<file path="src/rtl/fifo_frame_sched.sv">
// Frame sequencer: drains BURST bytes from each enabled Intan lane FIFO (lane 7 down to 0)
// into the downstream data FIFO as HEAD, payload, XOR checksum.
//
// state  | meaning
// -------+-----------------------------------------------------------
// IDLE   | wait for fs_fifo
// HEAD   | write header byte
// SEL    | find next enabled lane, one lane per cycle
// RD     | wait for lane data and downstream room, or time out
// LAT    | lane FIFO read latency, capture byte
// PUSH   | write captured or pad byte
// TAIL   | write checksum
// DONE   | hold fd_fifo until fs_fifo drops
module fifo_frame_sched #(
  parameter logic [7:0] HEAD    = 8'hAA,
  parameter int         BURST   = 4,
  parameter int         TIMEOUT = 16
) (
  input  logic        clk,
  input  logic        rst,
  input  logic        fs_fifo,
  output logic        fd_fifo,
  output logic        err,
  input  logic [7:0]  dev_kind,
  input  logic [7:0]  fifoi_empty,
  output logic [7:0]  fifoi_rxen,
  input  logic [63:0] fifoi_rxd,
  input  logic        fifod_full,
  output logic        fifod_txen,
  output logic [7:0]  fifod_txd
);

  localparam logic [7:0] BURST_B   = 8'(BURST);
  localparam logic [7:0] TIMEOUT_B = 8'(TIMEOUT);

  typedef enum logic [2:0] {
    S_IDLE, S_HEAD, S_SEL, S_RD, S_LAT, S_PUSH, S_TAIL, S_DONE
  } state_t;

  state_t      state;
  logic [2:0]  ptr;
  logic [7:0]  lane_en;
  logic [7:0]  bcnt;
  logic [7:0]  tcnt;
  logic [7:0]  data_q;
  logic [7:0]  csum;
  logic        err_q;

  logic        lane_empty;
  logic [7:0]  lane_rxd;
  logic        read_go;
  logic        wr_go;

  function automatic logic [7:0] lane_enable(input logic [7:0] kind);
    logic [7:0] en;
    logic [1:0] f;
    en = 8'h00;
    for (int k = 0; k < 4; k++) begin
      f = kind[2*k +: 2];
      en[2*k+1] = (f != 2'b00);
      en[2*k]   = f[1];
    end
    return en;
  endfunction

  assign lane_empty = fifoi_empty[ptr];
  assign lane_rxd   = fifoi_rxd[{ptr, 3'b000} +: 8];

  // Strobes are gated by the same-cycle full/empty flags so a write never
  // lands on a full FIFO and a byte is never read without room to push it.
  assign read_go    = (state == S_RD) && !lane_empty && !fifod_full;
  assign wr_go      = ((state == S_HEAD) || (state == S_PUSH) || (state == S_TAIL)) && !fifod_full;

  assign fifoi_rxen = read_go ? (8'h01 << ptr) : 8'h00;
  assign fifod_txen = wr_go;
  assign fd_fifo    = (state == S_DONE);
  assign err        = err_q;

  always_comb begin
    fifod_txd = 8'h00;
    if (wr_go) begin
      case (state)
        S_HEAD:  fifod_txd = HEAD;
        S_PUSH:  fifod_txd = data_q;
        S_TAIL:  fifod_txd = csum;
        default: fifod_txd = 8'h00;
      endcase
    end
  end

  always_ff @(posedge clk) begin
    if (!rst) begin
      state   <= S_IDLE;
      ptr     <= 3'd0;
      lane_en <= 8'h00;
      bcnt    <= 8'h00;
      tcnt    <= 8'h00;
      data_q  <= 8'h00;
      csum    <= 8'h00;
      err_q   <= 1'b0;
    end else begin
      case (state)
        S_IDLE: begin
          if (fs_fifo) begin
            lane_en <= lane_enable(dev_kind);
            err_q   <= 1'b0;
            csum    <= 8'h00;
            ptr     <= 3'd7;
            state   <= S_HEAD;
          end
        end
        S_HEAD: begin
          if (!fifod_full) begin
            csum  <= csum ^ HEAD;
            state <= S_SEL;
          end
        end
        S_SEL: begin
          if (lane_en[ptr]) begin
            bcnt  <= BURST_B;
            tcnt  <= 8'h00;
            state <= S_RD;
          end else if (ptr == 3'd0) begin
            state <= S_TAIL;
          end else begin
            ptr <= ptr - 3'd1;
          end
        end
        S_RD: begin
          if (read_go) begin
            state <= S_LAT;
          end else if (lane_empty) begin
            if (tcnt + 8'd1 == TIMEOUT_B) begin
              err_q  <= 1'b1;
              data_q <= 8'h00;
              state  <= S_PUSH;
            end else begin
              tcnt <= tcnt + 8'd1;
            end
          end
        end
        S_LAT: begin
          data_q <= lane_rxd;
          state  <= S_PUSH;
        end
        S_PUSH: begin
          if (!fifod_full) begin
            csum <= csum ^ data_q;
            bcnt <= bcnt - 8'd1;
            if (bcnt == 8'd1) begin
              if (ptr == 3'd0) begin
                state <= S_TAIL;
              end else begin
                ptr   <= ptr - 3'd1;
                state <= S_SEL;
              end
            end else begin
              tcnt  <= 8'h00;
              state <= S_RD;
            end
          end
        end
        S_TAIL: begin
          if (!fifod_full) state <= S_DONE;
        end
        S_DONE: begin
          if (!fs_fifo) state <= S_IDLE;
        end
        default: state <= S_IDLE;
      endcase
    end
  end

endmodule

</file>
<file path="config.mk">
export PLATFORM = sky130hd
export DESIGN_NAME = fifo_frame_sched
export DESIGN_NICKNAME = d
export VERILOG_FILES = /design/src/rtl/fifo_frame_sched.sv
export SDC_FILE = /design/constraint.sdc
export NUM_CORES = 1
export LEC_CHECK = 0
export CAP_MARGIN = 20
export CORE_ASPECT_RATIO = 1.4
export CORE_MARGIN = 2
export CORE_UTILIZATION = 47
export CTS_CLUSTER_DIAMETER = 50
export DETAILED_ROUTE_END_ITERATION = 10
export PLACE_DENSITY = 0.92
export SETUP_SLACK_MARGIN = 0.5
export SYNTH_ARGS = -nofsm -noshare
export SYNTH_HDL_FRONTEND = slang
export SYNTH_SLANG_ARGS = --single-unit
</file>
<file path="constraint.sdc">
create_clock -name clk -period 3.9 [get_ports clk]
set_clock_uncertainty 0.05 [all_clocks]
set_input_delay 1.17 -clock clk [delete_from_list [all_inputs] [get_ports clk]]
set_output_delay 1.17 -clock clk [all_outputs]
set_load 0.01 [all_outputs]
</file>
* Word-level counts from Yosys, hierarchy flattened
Index checks and enable logic that the tools add are counted.
** Word-level totals
- Bits in registers :: 47
- Input port bits :: 84
- Output and inout port bits :: 19
- Logic and storage cells :: 121
** Cells by class
- Shifts and indexed selects :: 2
- Bitwise operators :: 3
- Reductions and logical operators :: 29
- Equal/unequal tests :: 25
- Add/sub/neg operators :: 3
- Magnitude comparators :: 1
- Multiplexer cells :: 49
** Operators by type and width (number)
- two-way mux 8 bit :: 16
- case mux 8 bit (3 select lines) :: 3
- indexed part select 64 x 7 -> 8 bit :: 1
- two-way mux 3 bit :: 17
- case mux 8 bit (2 select lines) :: 2
- case mux 3 bit (8 select lines) :: 1
- != test 2 bit (second input constant) :: 11
- nonzero test 2 bit :: 8
- == test 3 bit (second input constant) :: 4
- AND reduction 4 bit :: 3
- AND reduction 5 bit :: 2
- case mux 3 bit (3 select lines) :: 1
- nonzero test 3 bit :: 3
- adder 8 x 1 -> 8 bit (second input constant) :: 1
- == test 8 x 1 -> 1 bit (second input constant) :: 1
- == test 8 x 5 -> 1 bit (second input constant) :: 1
- AND reduction 8 bit :: 1
- left shift 1 x 3 -> 8 bit (first input constant) :: 1
- subtractor 8 x 1 -> 8 bit (second input constant) :: 1
- bitwise XOR 8 bit :: 1
- AND reduction 7 bit :: 1
- binary-select mux 1 bit (select 3 bit) :: 2
- == test 3 x 2 -> 1 bit (second input constant) :: 2
- zero test 3 bit :: 2
- other kinds (15) :: 26

* Longest topological paths before layout
Gate-level depths: netlist (run 1).
- Word-level depth :: 7
- Gate-level depth with buffers :: 10
- Mapped depth without buffers :: 8

* Least setup slack after synthesis (run 1)
OpenSTA, ideal clock, no wires.
- Path kind :: in2out
- Start :: input port fifoi_empty[7]
- End :: output port fifoi_rxen[0]
- Buffers on the path :: 1
- Stages :: 5
- Setup slack :: 0.110 ns
- Arrival time :: 2.570 ns
- Data required time :: 2.680 ns
- Cell sequence :: mux2_1 > a2bb2oi_1 > a31oi_1 > clkbuf_1 > nor4bb_1
** Between the ends
- Word-level cells in the longest chain between the ends :: 6
** RTL lines
- start: declaration :: RTL line 25 : input logic [7:0] fifoi_empty,
- binary-select mux 1 bit (select 3 bit) :: RTL line 66 : assign lane_empty = fifoi_empty[ptr];
- two-way mux 1 bit (not written as such) :: RTL line 66
- zero test 1 bit :: RTL line 71 : assign read_go = (state == S_RD) && !lane_empty && !fifod_full;
- logical AND 1 bit (2 in series) :: RTL line 71
- two-way mux 8 bit :: RTL line 74 : assign fifoi_rxen = read_go ? (8'h01 << ptr) : 8'h00;
- end: declaration :: RTL line 26 : output logic [7:0] fifoi_rxen,
No other way between the ends. The select of a mux whose other input is x is not followed.

* Worst setup path in the final report (run 1)
- Start :: input port fifoi_empty[5]
- End :: output port fifoi_rxen[1]
Same word-level chain as after synthesis.

==> flow_summary.yaml, run 1 <==
outcome:
  run_status: "completed"
setup_path:
  timing.reg2reg.worst_path_depth: 7
  crit_path_top_delay_cell: "sky130_fd_sc_hd__mux2i_1"
  r2r_endpoint: "bcnt[4]"
  reg2reg_slack_ns: 1.28
  critical_path.cell_chain: "clkdlybuf4s15_1 -> mux2i_1 -> nand3_1 -> a31oi_2 -> buf_4 -> buf_6 -> nor4bb_4 -> buf_2"
  timing_worst_setup_path_type: "input port to output port"
  critPathBufInv: 4
  crit_path_arrival_time_ns: 2.47
  delay_heaviest_family_cp: "buffers and inverters"
  reg2reg_from: "ptr[0]"
  cp-start-kind: "input port"
  timing.critical_path.required_ns: 2.68
  crit_fanout: 4
  cpPeakStageDelay_ns: 0.20
  worstSetupEndpointType: "output port"
routing:
  detail_route.first_pass.iterations: 5
  routed_wire_length_per_instance_microns: 17.0
  number_of_antenna_violating_nets_in_the_routed_design: 0
  vias: 3225
  viasPerCell: 5.75
  drc: 0
  wl_mm: 9.53
  initialDrtViolationCount: 220
pwr:
  comb_power_share_pct: 57.6
  final_power_uw: 2690
  p_per_area_mw_per_mm2: 589
  peakVddDrop_uv: 468
  p_sw_share_pct: 41.9
  intPower_uw: 1560
  pwr-share-seq_pct: 26.5
  clk_network_pwr_share_pct: 15.9
  p_switching_uw: 1130
  power.leakage_uw: 0.00179
die:
  die_area_sq_mm: 0.00760
  die_height_microns: 102
  io_pins: 103
  fp-row-count: 35
  fp.coreArea_sq_mm: 0.00666
  die_w_microns: 74.3
  floorplan.initialDensity_pct: 48.8
cts:
  clk_latency_ns: 0.31
  cts.hold.buffers_added: 0
  cts-root-to-sink-buffers: 2
  htreeDepth: 2
  tritoncts: "yes"
  clkSinkCount: 47
  clk_root_buffer_cell: "sky130_fd_sc_hd__clkbuf_8"
  path_clk_slew_ns: 0.09
  tritoncts.num_buffers: 5
yosys:
  syn-cell-area_sq_mm: 0.00325
  synthMostInstantiatedCell: "sky130_fd_sc_hd__nor2_1"
  seq_area_frac_synth_pct: 29.0
  ys_seq_elements: 47
  synth_area_leader_cell: "sky130_fd_sc_hd__dfxtp_1"
  post_synth_inst_count: 362
  ys_async_sr_fraction_pct: 0
  synth_top_flop_cell: "sky130_fd_sc_hd__dfxtp_1"
  synthTopCellsByCount: "48 x sky130_fd_sc_hd__nor2_1, 47 x sky130_fd_sc_hd__dfxtp_1, 27 x sky130_fd_sc_hd__nand2_1"
  synth-edff-count: 0
  synth_top_cells_by_area: "sky130_fd_sc_hd__dfxtp_1 29%, sky130_fd_sc_hd__mux4_2 12%, sky130_fd_sc_hd__nor2_1 5.5%"
  mappedNetlistNets: 458
  netlist.area_leader.share_pct: 29.0
  synth_cell_types: 56
  ys_warn_count: 0
  post_synth.cell_area_avg_sq_um: 8.98
global_routing:
  overflow_left_after_global_routing: 0
  global_route_usage_over_all_layers_pct: 26.3
  number_of_global_route_vias_before_repair: 3362
  grt_pass1_wl_mm: 15.5
  antenna_violations_before_repair: 0
  pin_count_of_the_biggest_net_entering_global_routing: 25
place:
  pre_cts_ws_ns: -0.446
  io_buffer_count: 102
  routabilityCongestion: 0.899
  place.detailed.hpwl_mm: 7.23
cells_and_area:
  insertedDiodeCount: 0
  count_of_fill_cells_added_during_filler_insertion: 522
  final_nets: 564
  regArea_sq_um: 941
  drive_gt1_share_pct: 17.9
  multiInputGateArea_sq_mm: 0.00224
  final_util_pct: 68.7
  areaGrowthSynthToFinish_pct: 40.7
worst_hold_path:
  worstHoldStart: "lane_en[4]"
  timing.hold.worst_endpoint: "lane_en[4]"
  holdPathStages: 2
  timing.hold.worst.class: "flip-flop to flip-flop"
sta:
  setup_viol: 0
  pins_over_their_slew_limit: 0
  number_of_hold_violations_in_the_final_report: 0
  worst_pin_slew_ns: 0.599
  worst_slack_ns: 0.213
  period_minus_slack_ns: 3.69
  fmaxAchievable_mhz: 271
  grt_setup_unrepaired: "yes"
  relative_slew_margins_pct: 59.7
  finalCritPeriodShare_pct: 94.5
run:
  drv_cap: 0
-- cell families after synthesis --
kind of cell	synth area share (%)
flops	29.0
compound gates	16.2
mux	17.4
fa+ha+maj	4.62
simple gates	24.1
xor+xnor	3.77
buf+inv	5.01
-- power groups by stage --
stage,Sequential [uW],Combinational [uW],Clock [uW]
final,715,1550,428
after global routing,724,1680,448
after CTS,708,1540,431
after detailed placement,716,1500,0
after global placement,710,1440,0
after floorplan,662,1200,0
-- timing repair --
action | 4_1_cts | 5_1_grt
pin swaps | 4 | 3
cloned | 0 | 0
setup endpoints to repair | 17 | 12
resized for setup | 88 | 5
buffers inserted | 6 | 1
-- placed cells by master (no fill, tap or decap), types with 3 or more instances in the layout --
master,n
sky130_fd_sc_hd__a211oi_1,4
sky130_fd_sc_hd__a21oi_1,16
sky130_fd_sc_hd__a22oi_1,5
sky130_fd_sc_hd__a31oi_1,4
sky130_fd_sc_hd__a32oi_1,5
sky130_fd_sc_hd__and3_1,5
sky130_fd_sc_hd__and4b_1,4
sky130_fd_sc_hd__buf_2,17
sky130_fd_sc_hd__buf_4,16
sky130_fd_sc_hd__buf_6,3
sky130_fd_sc_hd__clkbuf_8,5
sky130_fd_sc_hd__clkdlybuf4s15_1,4
sky130_fd_sc_hd__clkdlybuf4s50_1,76
sky130_fd_sc_hd__dfxtp_1,47
sky130_fd_sc_hd__ha_1,12
sky130_fd_sc_hd__inv_1,9
sky130_fd_sc_hd__mux2i_1,17
sky130_fd_sc_hd__mux4_2,17
sky130_fd_sc_hd__nand2_1,27
sky130_fd_sc_hd__nand2b_1,10
sky130_fd_sc_hd__nand3_1,18
sky130_fd_sc_hd__nand3b_1,4
sky130_fd_sc_hd__nor2_1,45
sky130_fd_sc_hd__nor2_2,4
sky130_fd_sc_hd__nor2b_1,5
sky130_fd_sc_hd__nor3_1,4
sky130_fd_sc_hd__nor4bb_4,4
sky130_fd_sc_hd__o211ai_1,5
sky130_fd_sc_hd__o21ai_0,7
sky130_fd_sc_hd__o21ai_1,7
sky130_fd_sc_hd__o2bb2ai_1,8
sky130_fd_sc_hd__o31ai_1,3
sky130_fd_sc_hd__xor2_1,13
-- state kept, by name, indices dropped and copies added (netlist names) --
register  count
bcnt          8
csum          8
data_q        8
lane_en       8
tcnt          8
ptr           3
state         3
err           1
-- worst min-delay path: cells and delay by family, from the launching register on --
kind	cells	cell delay, ns
AND/OR/NAND/NOR	1	0.05
AO/OA/AOI/OAI	1	0.06
flip-flops	1	0.32
-- per-layer routing --
layer	vias to the layer above	part of all wire [%]	GRT usage, %
met5	-	0	0
li1	1536	-	-
met4	0	3.6	13.6
met3	29	4.5	4.04
met2	122	56	49.0
met1	1538	36	27.8
-- worst max path at each step --
stage	startpoint	endpoint	slack (ns)	cells past startpoint
after floorplan	fifoi_empty[6]	fifoi_rxen[0]	0.51	5
after detailed placement	fifoi_empty[6]	fifoi_rxen[3]	-0.45	7
final	fifoi_empty[5]	fifoi_rxen[1]	0.21	8
after global routing	fifoi_empty[5]	fifoi_rxen[3]	0.12	8
after CTS	fifoi_empty[6]	fifoi_rxen[2]	0.25	8
after global placement	fifoi_empty[6]	fifoi_rxen[1]	-0.40	7
-- final cells by class --
cell class                 count  area share [%]
clock buffer                   6            1.59
sequential                    47            20.6
multi-input combinational    283            48.9
inverter                       9           0.739
timing repair buffer         122            24.3
clock inverter                 2            1.31
tap                           92            2.52
-- stage by stage --
step,hold slack (ns),cells,TNS [ns],cell area (sq um)
after global placement,0.391,546,-2.91,4440
after CTS,0.419,560,0,4570
after floorplan,0.374,362,0,3340
after global routing,0.450,561,0,4570
final,0.423,561,0,4570
after detailed placement,0.406,546,-3.23,4440
Note: power is estimated with default switching activity, not from simulation.
==> run 2: changes to the inputs <==
- CORE_UTILIZATION: 47 -> 56
- DONT_BUFFER_PORTS: default -> 1
- PLACE_DENSITY: 0.92 -> 0.82
==> flow_summary.yaml, run 2 (same netlist as run 1, synthesis figures left out) <==
routing:
  met2_routed_length_mm: 4.03
  detail_route.first_pass.iterations: 4
  vias: 2813
  top_layer_reached_by_signal_wires: "met4"
  wl_mm: 7.65
  drc: 0
  number_of_antenna_violating_nets_in_the_routed_design: 0
  routed_wire_length_per_instance_microns: 18.1
  viasPerCell: 6.65
  initialDrtViolationCount: 182
  detail_route.wirelength.met1_mm: 2.89
  detailroute.wirelength.met3_microns: 520
global_routing:
  global_route_usage_over_all_layers_pct: 25.5
  antenna_violations_before_repair: 0
  overflow_left_after_global_routing: 0
  grt_pass1_wl_mm: 12.8
  pin_count_of_the_biggest_net_entering_global_routing: 24
  number_of_global_route_vias_before_repair: 2823
die:
  fp-row-count: 32
  io_pins: 103
  floorplan.initialDensity_pct: 58.4
  die_w_microns: 68.4
  fp.coreArea_sq_mm: 0.00557
  die_height_microns: 94.1
  die_area_sq_mm: 0.00644
run:
  drv_cap: 0
cts:
  tritoncts.num_buffers: 5
  htreeDepth: 2
  clkSinkCount: 47
  path_clk_slew_ns: 0.09
  clk_root_buffer_cell: "sky130_fd_sc_hd__clkbuf_8"
  clk_latency_ns: 0.30
  cts-root-to-sink-buffers: 2
  tritoncts: "yes"
place:
  routabilityCongestion: 0.953
  io_buffer_count: 0
  place.detailed.hpwl_mm: 5.81
setup_path:
  timing.reg2reg.worst_path_depth: 8
  crit_fanout: 2
  critPathBufInv: 1
  timing.critical_path.required_ns: 2.68
  cp-start-kind: "input port"
  crit_path_top_delay_cell: "sky130_fd_sc_hd__nor4bb_4"
  crit_path_arrival_time_ns: 2.16
  worstSetupEndpointType: "output port"
  timing_worst_setup_path_type: "input port to output port"
  delay_heaviest_family_cp: "compound AO/OA/AOI/OAI gates"
  critical_path_stages: 5
  critical_path.cell_chain: "mux2_4 -> a2bb2oi_2 -> a31oi_4 -> buf_4 -> nor4bb_4"
  cpPeakStageDelay_ns: 0.27
sta:
  worst_pin_slew_ns: 0.599
  setup_viol: 0
  fmaxAchievable_mhz: 296
  grt_setup_unrepaired: "no"
  pins_over_their_slew_limit: 0
  number_of_hold_violations_in_the_final_report: 0
  finalCritPeriodShare_pct: 86.6
  period_minus_slack_ns: 3.38
  setup-tns-final_ns: 0
  relative_slew_margins_pct: 60.0
  finalHoldWorstSlack_ns: 0.415
cells_and_area:
  insertedDiodeCount: 0
  areaGrowthSynthToFinish_pct: 6.31
  regArea_sq_um: 941
  commonest_non_fill_non_tap_cell_in_the_layout: "sky130_fd_sc_hd__nor2_1"
  multiInputGateArea_sq_mm: 0.00223
  count_of_fill_cells_added_during_filler_insertion: 455
  commonest_cells_after_routing_fill_and_taps_aside: "48 x sky130_fd_sc_hd__nor2_1, 47 x sky130_fd_sc_hd__dfxtp_1, 27 x sky130_fd_sc_hd__nand2_1"
  final_nets: 450
  drive_gt1_share_pct: 13.5
pwr:
  power.leakage_uw: 0.00126
  peakVddDrop_uv: 491
  p_per_area_mw_per_mm2: 701
worst_hold_path:
  holdPathStages: 2
  timing.hold.worst.class: "flip-flop to flip-flop"
outcome:
  run_status: "completed"
[run 2: changes by cell type in the layout (fill, tap and decap cells not counted), moves of 3 or more]
| cell | previous run | this run |
|---|---|---|
| sky130_fd_sc_hd__nor2_2 | 4 | 1 |
| sky130_fd_sc_hd__clkdlybuf4s50_1 | 76 | 0 |
| sky130_fd_sc_hd__nor2_1 | 45 | 48 |
| sky130_fd_sc_hd__buf_4 | 16 | 7 |
| sky130_fd_sc_hd__clkdlybuf4s15_1 | 4 | 0 |
| sky130_fd_sc_hd__buf_2 | 17 | 0 |
[run 2: area by class of cell]
class / count / area share (%)
clock buffer: 8 / 2.90
inverter: 9 / 0.978
multi-input combinational: 283 / 64.6
sequential: 47 / 27.2
tap: 68 / 2.46
timing repair buffer: 8 / 1.85
[run 2: layer usage]
layer / vias to the layer above / GRT usage, %
met5: - / 0
met3: 21 / 4.92
met2: 142 / 42.9
li1: 1313 / -
met4: 0 / 11.0
met1: 1337 / 30.6
[run 2: worst paths after layout]
check	slack [ns]	endpoint	from
setup / recovery	0.52	fifoi_rxen[0]	fifoi_empty[6]
hold / removal	0.41	lane_en[0]	lane_en[0]
setup reg to reg	1.09	csum[4]	state[0]
hold reg to reg	0.41	lane_en[0]	lane_en[0]
[run 2: what timing repair did]
| item | in CTS | in global routing |
|---|---|---|
| gates cloned | 0 | 0 |
| endpoints found under the setup margin | 8 | 8 |
| resized for setup | 1 | 1 |
| hold endpoints to repair | 0 | 0 |
| hold buffers | 0 | 0 |
| pin swaps | 1 | 1 |
| setup buffers | 2 | 0 |
[run 2: stage by stage]
step	power [uW]	std cells	area [sq um]	setup slack [ns]	util, %
after floorplan	1860	362	3340	0.510	-
after global placement	2020	413	3330	0.357	59.8
after detailed placement	2070	413	3330	0.345	59.8
after CTS	2400	423	3450	0.492	62.0
after global routing	2590	423	3450	0.492	62.1
final	2420	423	3450	0.521	62.1
[run 2: power breakdown]
group,leakage [uW],switching [uW],internal [uW],total (uW)
Sequential,0.000383,107,591,698
Combinational,0.000823,783,613,1400
Clock,0.0000515,165,162,328
Total,0.00126,1060,1370,2420
[run 2: tightest hold or removal path: cells and delay by family (launching register included)]
kind	cells	cell delay, ns
simple gates	1	0.05
compound gates	1	0.05
flops	1	0.32
